File: src/rtl/priority_irq_controller.sv
// Edge-triggered 8-line priority interrupt controller with valid/ready offer and EOI.
// Optional per-line eligibility mask is enabled by defining IRQ_MASK_EN.
module priority_irq_controller (
  input  logic       clk,
  input  logic       rst_n,
  input  logic [7:0] irq_in,
`ifdef IRQ_MASK_EN
  input  logic [7:0] irq_mask,
`endif
  input  logic       irq_ready,
  input  logic       irq_eoi,
  output logic       irq_valid,
  output logic [2:0] irq_id,
  output logic [7:0] irq_pend,
  output logic       irq_lost
);

  typedef enum logic [1:0] {
    S_IDLE  = 2'd0,
    S_OFFER = 2'd1,
    S_BUSY  = 2'd2
  } state_t;

  state_t     r_state;
  logic [7:0] r_prev;
  logic [7:0] r_pend;
  logic [2:0] r_id;
  logic       r_valid;
  logic       r_lost;

  logic [7:0] w_rise;
  logic [7:0] w_elig;
  logic       w_hs;
  logic [7:0] w_clr;
  logic [7:0] w_pend_nxt;
  logic       w_lost_nxt;

  // Highest set bit wins; bit 7 is the top priority.
  function automatic logic [2:0] f_highest(input logic [7:0] v);
    logic [2:0] idx;
    idx = 3'd0;
    for (int i = 0; i < 8; i++) begin
      if (v[i]) idx = i[2:0];
    end
    return idx;
  endfunction

  // Edge detect, eligibility and next pending state.
  always_comb begin
    w_rise = irq_in & ~r_prev;
`ifdef IRQ_MASK_EN
    w_elig = r_pend & irq_mask;
`else
    w_elig = r_pend;
`endif
    w_hs = (r_state == S_OFFER) && r_valid && irq_ready;
    if (w_hs) begin
      w_clr = 8'b0000_0001 << r_id;
    end else begin
      w_clr = 8'h00;
    end
    // A new edge on the line being acknowledged re-arms it instead of counting as lost.
    w_pend_nxt = (r_pend & ~w_clr) | w_rise;
    w_lost_nxt = |(w_rise & r_pend & ~w_clr);
  end

  // Pending register, lost pulse and offer/busy FSM.
  always_ff @(posedge clk or negedge rst_n) begin
    if (!rst_n) begin
      r_state <= S_IDLE;
      r_prev  <= 8'h00;
      r_pend  <= 8'h00;
      r_id    <= 3'd0;
      r_valid <= 1'b0;
      r_lost  <= 1'b0;
    end else begin
      r_prev <= irq_in;
      r_pend <= w_pend_nxt;
      r_lost <= w_lost_nxt;
      case (r_state)
        S_IDLE: begin
          if (|w_elig) begin
            r_id    <= f_highest(w_elig);
            r_valid <= 1'b1;
            r_state <= S_OFFER;
          end
        end
        S_OFFER: begin
          if (w_hs) begin
            r_valid <= 1'b0;
            r_state <= S_BUSY;
          end
        end
        S_BUSY: begin
          if (irq_eoi) r_state <= S_IDLE;
        end
        default: begin
          r_valid <= 1'b0;
          r_state <= S_IDLE;
        end
      endcase
    end
  end

  assign irq_valid = r_valid;
  assign irq_id    = r_id;
  assign irq_pend  = r_pend;
  assign irq_lost  = r_lost;

endmodule
File: config.mk
export PLATFORM = sky130hd
export DESIGN_NAME = priority_irq_controller
export DESIGN_NICKNAME = d
export VERILOG_FILES = /design/src/rtl/priority_irq_controller.sv
export SDC_FILE = /design/constraint.sdc
export NUM_CORES = 1
export LEC_CHECK = 0
export CAP_MARGIN = 15
export CORE_UTILIZATION = 38
export CTS_CLUSTER_SIZE = 28
export DETAILED_ROUTE_END_ITERATION = 16
export SETUP_SLACK_MARGIN = 0.3
export SKIP_CTS_REPAIR_TIMING = 1
export SYNTH_ARGS = -nofsm -noshare
export SYNTH_HDL_FRONTEND = slang
export SYNTH_SLANG_ARGS = --single-unit
File: constraint.sdc
create_clock -name clk -period 1.6 [get_ports clk]
set_input_delay 0.32 -clock clk [delete_from_list [all_inputs] [get_ports clk]]
set_output_delay 0.32 -clock clk [all_outputs]
set_load 0.03 [all_outputs]
==> results of run 1 <==
==> cell type report <==
class	instances	area share, %
Clock buffer	3	1.54
Clock inverter	1	0.342
Inverter	12	3.08
Multi-Input combinational cell	64	30.4
Sequential cell	23	39.9
Tap cell	30	2.57
Timing Repair Buffer	37	22.2
==> flip-flops by register name, indices dropped and copies added (netlist names) <==
register,cells
irq_id,3
irq_lost,1
irq_pend,8
irq_valid,1
r_prev,8
r_state,2
==> cells by family (layout without fill, tap and decap cells) <==
family | after synthesis | in the layout | synth area share [%]
and+or+nand+nor | 33 | 33 | 21.5
buffers and inverters | 12 | 53 | 4.30
DFF | 23 | 23 | 54.9
AOI/OAI and AO/OA | 31 | 31 | 19.3
==> power by group <==
| group | total [W] | internal [W] | leakage (nW) | switching (W) |
|---|---|---|---|---|
| clock | 0.000274 | 0.0000937 | 0.0177 | 0.000181 |
| sequential | 0.000798 | 0.000686 | 0.235 | 0.000111 |
| combinational | 0.000669 | 0.000295 | 0.387 | 0.000373 |
| total | 0.00174 | 0.00108 | 0.639 | 0.000665 |
==> metal layers <==
layer / wire (um) / global-route usage, % / vias to the layer above
li1: - / - / 438
met5: 0 / 0 / -
met2: 1050 / 30.1 / 22
met4: 42 / 6.41 / 0
met3: 99 / 6.11 / 6
met1: 1130 / 22.7 / 409
==> critical path, stage by stage (launching register included) <==
cell and delay (ns):
dfrtp_1 0.42, buf_6 0.13, nor4_4 0.37, a211oi_4 0.13, nor2_1 0.12, a31oi_1 0.05
==> final timing paths <==
| kind | start | to | slack, ns | cells after the start |
|---|---|---|---|---|
| worst max-delay path | irq_pend[1] | irq_id[1] | 0.24 | 5 |
| worst min-delay path | rst_n | r_prev[0] | 0.33 | 2 |
| worst max register to register | irq_pend[1] | irq_id[1] | 0.24 | 5 |
| worst min register to register | r_prev[2] | irq_pend[2] | 0.46 | 1 |
| max in group asynchronous | rst_n | irq_pend[7] | 1.02 | 2 |
| min in group clk | r_prev[2] | irq_pend[2] | 0.46 | 1 |
==> placed cells by master, fill, tap and decap left out, types with 2 or more instances in the layout <==
cell	netlist	routed
dfrtp_1	23	17
inv_1	12	12
o21ai_0	15	12
clkdlybuf4s50_1	0	11
buf_4	0	10
nor2_1	7	7
nand3b_1	6	6
dfrtp_2	0	6
clkbuf_2	0	6
buf_6	0	6
nand2_1	4	4
nand2b_1	3	3
o21ai_1	0	3
a21oi_1	3	3
clkbuf_4	0	3
dlymetal6s2s_1	0	3
or2_2	2	2
nor4_4	1	2
a31oi_1	2	2
o32ai_1	2	2
==> per-stage QoR <==
stage | cell area, um^2 | TNS (ns) | power [W] | cells | setup slack, ns
after global placement | 1420 | -0.0396 | 0.00144 | 163 | -0.0396
after floorplan | 1060 | 0 | 0.00116 | 99 | 0.324
final | 1460 | 0 | 0.00174 | 170 | 0.244
after CTS | 1440 | -1.56 | 0.00172 | 167 | -0.195
after detailed placement | 1420 | -0.0690 | 0.00145 | 163 | -0.0690
after global routing | 1460 | 0 | 0.00186 | 170 | 0.162
==> impl_results.md, run 1 <==
* Aggregate global-route resource usage at between 10% and 20%
* Most frequent cell after synthesis: dfrtp_1
* DRC violations left at 0
* NumNets Final at approximately 150
* Share of cells above drive strength 1 at 30.0%
* Synth top cells by count: dfrtp_1 (23), o21ai_0 (15), inv_1 (12)
* Critical path arrival at roughly 1.6 ns
* Mapped Avg Cell Area at approximately 11 um^2
* VDD IR max at about 0.00098 V
* Post-DP HPWL at about 1700 um
* DR vias at roughly 880
* Area leader, netlist: dfrtp_1
* Die width at between 50 and 60 um
* RD Place Congestion at 0.766
* Area of the multi-input gates at 444 um^2
* Die area at just under 3000 um^2
* Synthesized netlist cell count at between 90 and 100
* Yosys top cell area share at a little over half
* TritonCTS clock tree: built
* Fill count at about 230
* Port buffer count at 24
* Final hold violations at 0
* CTS H-tree lvls at 1
* Post-synthesis register bit count at 23
* Status: complete, no violations
* Post-Route WL at approximately 2300 um
* I/O pins at 25
* Clock Tree Buf Depth at 2
* Vias/cell at just over 5
* Static leakage at about 0.64 nW
* Worst-path clk slew at ~0.13 ns
* Core area at 2540 um^2
* Final Max Tran Viols at 0
* Starting Density at approximately 40%
* Core Util, Final at 57.5%
* Vert. Die Dim at between 50 and 60 um
* Largest net degree at the start of global routing at 24
* Mapped cell area at 1050 um^2
* Min Tclk post-route at 1.36 ns
* Startpoint class of the critical path: register
* Part of the Yosys area used for sequential elements at between 50% and 60%
* Top FF cell, synth: dfrtp_1
* Clock sink count at 23
* Worst Skew at between 0.002 and 0.0025 ns
* GRT overflow at 0
* Setup violators final at 0
* Initial antenna violation count at 0
* Global-route wire length before repair at about 3700 um
* Fmax at ~740 MHz
* Clk root buf: clkbuf_4
* Worst Max-Slew Pin Slew at around 0.36 ns
* DR WL/cell at ~14 um
* Clk Latency, worst-skew pair at about 0.32 ns
* Vias in the first global route at 833
* Ys Warns at 0
* Minimum hold slack at approximately 0.33 ns
* Max-cap violations at 0
* Post-synth EDFFs at 0
* Endpoint type of the worst setup path: register
* RSZ-0062 raised after global routing: yes
* Syn Nets at around 110
* Kind of critical path: register to register
* Final Cycle Share at a little over four fifths
* Layout overhead on the synthesized area at 39.5%
* Synth unique cells at 31
* Ranking of synthesized cells by area: dfrtp_1 (55%), o21ai_0 (7.2%), inv_1 (4.3%), nand3b_1 (4.3%), nor2_1 (2.5%)
* Worst hold path class: primary input to asynchronous set/reset pin
* Final ANT Viol Nets at 0
* Async set-or-reset flop fraction in the synthesized netlist at 100%
* DRT Pass-1 Iters at 4
* Site Rows at 18
* Worst EP required at around 1.8 ns
* Relative slew slack at between 70% and 80%
* Pwr/cell area at between 1000 and 1500 nW/um^2
* First DRT Iteration DRCs at 17
* Antenna cells at 0
* Register Area at 583 um^2
* CP max FO at 5
* CTS buffer count at 3
Power figures use the tool's default switching activity.
==> inputs of run 2 (changes only) <==
PLACE_DENSITY = 0.66   (was not set)
clock period = 1.2 ns   (was 1.6 ns; I/O delays follow)
==> impl_results.md, run 2 (synthesis results as in run 1) <==
* Initial antenna violation count at 0
* TritonCTS clock tree: built
* Worst EP required at about 1.4 ns
* First DRT Iteration DRCs at 34
* Relative slew slack at 77.9%
* Vert. Die Dim at 54.5 um
* Most common cell after layout, fill and taps aside: buf_4
* Status: finished, violations left
* Layout overhead on the synthesized area at 62.9%
* Post-DP HPWL at ~1800 um
* Die width at 54.5 um
* Critical path arrival at between 1.5 and 2 ns
* Max-cap violations at 0
* Site Rows at 18
* Endpoint type of the worst setup path: register
* Clk root buf: clkbuf_4
* Clk Latency, worst-skew pair at 0.32 ns
* Antenna cells at 0
* NumNets Final at between 150 and 200
* RD Place Congestion at between 0.8 and 0.9
* Largest net degree at the start of global routing at 24
* Worst hold path class: primary input to asynchronous set/reset pin
* Starting Density at about two fifths
* Vias/cell at 5.29
* CTS buffer count at 3
* Commonest non-fill, non-tap cells in the layout: buf_4 (22), buf_6 (18), inv_1 (12), dfrtp_1 (12)
* Final Cycle Share at 112%
* Static leakage at about 0.76 nW
* Fmax at approximately 740 MHz
* GRT overflow at 0
* VDD IR max at around 0.0015 V
* Worst-path clk slew at ~0.13 ns
* RSZ-0062 raised after global routing: yes
* Min Tclk post-route at ~1.3 ns
* Fill count at 196
* I/O pins at 25
* Pwr/cell area at around 1600 nW/um^2
* Worst-path cell chain: and4b_4 -> nand2_8 -> o2111ai_2 -> nand4_1
* DRC violations left at 0
* Final hold violations at 0
* Startpoint class of the critical path: register
* DR vias at 978
* DRT Pass-1 Iters at 4
* DR WL/cell at around 14 um
* Core area at between 2000 and 3000 um^2
* Share of cells above drive strength 1 at 49.0%
* Post-Route WL at roughly 2600 um
* CTS H-tree lvls at 1
* Aggregate global-route resource usage at 18.4%
* Worst Skew at 0.00506 ns
* CP max FO at 6
* Place WS at -0.341 ns
* Critical-path top delay cell: dfrtp_1
* Final ANT Viol Nets at 0
* Final worst setup slack at -0.148 ns
* Violated checks: setup timing
* Die area at around 3000 um^2
* Final Max Tran Viols at 0
* Global-route wire length before repair at between 3000 and 4000 um
* Vias in the first global route at around 920
* Clock sink count at 23
* Setup violators final at 12
* Setup total negative slack at -0.728 ns
* Max incr delay on CP at approximately 0.41 ns
* Clock Tree Buf Depth at 2
* PnR Total Power at ~0.0028 W
* Port buffer count at 24
* Kind of critical path: register to register
* Worst Max-Slew Pin Slew at around 0.33 ns
run 2: cell types whose count changed in the layout (fill, tap and decap cells not counted), moves of 3 or more:
cell	change
dfrtp_2	+5
o21ai_1	+5
o21ai_0	-11
dfrtp_1	-5
buf_6	+12
o21ai_2	+6
buf_4	+12
clkbuf_2	-6
dlymetal6s2s_1	-3
run 2: worst max-delay path, delay by kind of cell, from the launching register on:
kind               cells  cell delay (ns)
and+or+nand+nor        3             0.62
DFF                    1             0.41
AOI/OAI and AO/OA      1             0.20
run 2: final cells by class:
| class | instances | area, um^2 | area share, % |
|---|---|---|---|
| inverters | 12 | 45.0 | 2.64 |
| flip-flops and latches | 23 | 589 | 34.5 |
| clock inverters | 1 | 5.00 | 0.293 |
| clock buffers | 3 | 22.5 | 1.32 |
| well taps | 30 | 37.5 | 2.20 |
| repair buffers | 52 | 498 | 29.2 |
| multi-input cells | 64 | 510 | 29.9 |
run 2: worst paths after layout:
path                            slack (ns)        from  cells after the start          end
worst min-delay path                  0.25       rst_n                      2    r_prev[0]
min in group clk                      0.41   irq_in[0]                      1    r_prev[0]
worst max-delay path                 -0.15  r_state[1]                      4     irq_lost
max in group asynchronous             0.79       rst_n                      2    irq_id[0]
worst min register to register        0.44   r_prev[2]                      1  irq_pend[2]
worst max register to register       -0.15  r_state[1]                      4     irq_lost
run 2: per-layer routing:
metal	vias up	global-route usage, %	share of wire [%]	wire length [um]
met5	-	0	0	0
met4	0	1.28	1.7	44
met3	6	5.00	5.7	151
met2	35	34.3	51	1340
met1	470	21.8	42	1100
li1	467	-	-	-
run 2: power by group:
group          leakage, nW  total [W]  internal, W  switching (W)
Combinational        0.506    0.00137     0.000696       0.000675
Sequential           0.235    0.00104     0.000914       0.000124
Clock               0.0177   0.000362     0.000125       0.000237
Total                0.759    0.00277      0.00173        0.00104
run 2: stage by stage:
stage	area (um^2)	cells	hold WS, ns	utilization, %
after CTS	1490	175	0.269	58.7
after global placement	1470	171	0.415	57.6
after global routing	1710	185	0.260	67.1
after floorplan	1070	99	-0.0556	-
final	1710	185	0.252	67.1
after detailed placement	1470	171	0.422	57.6
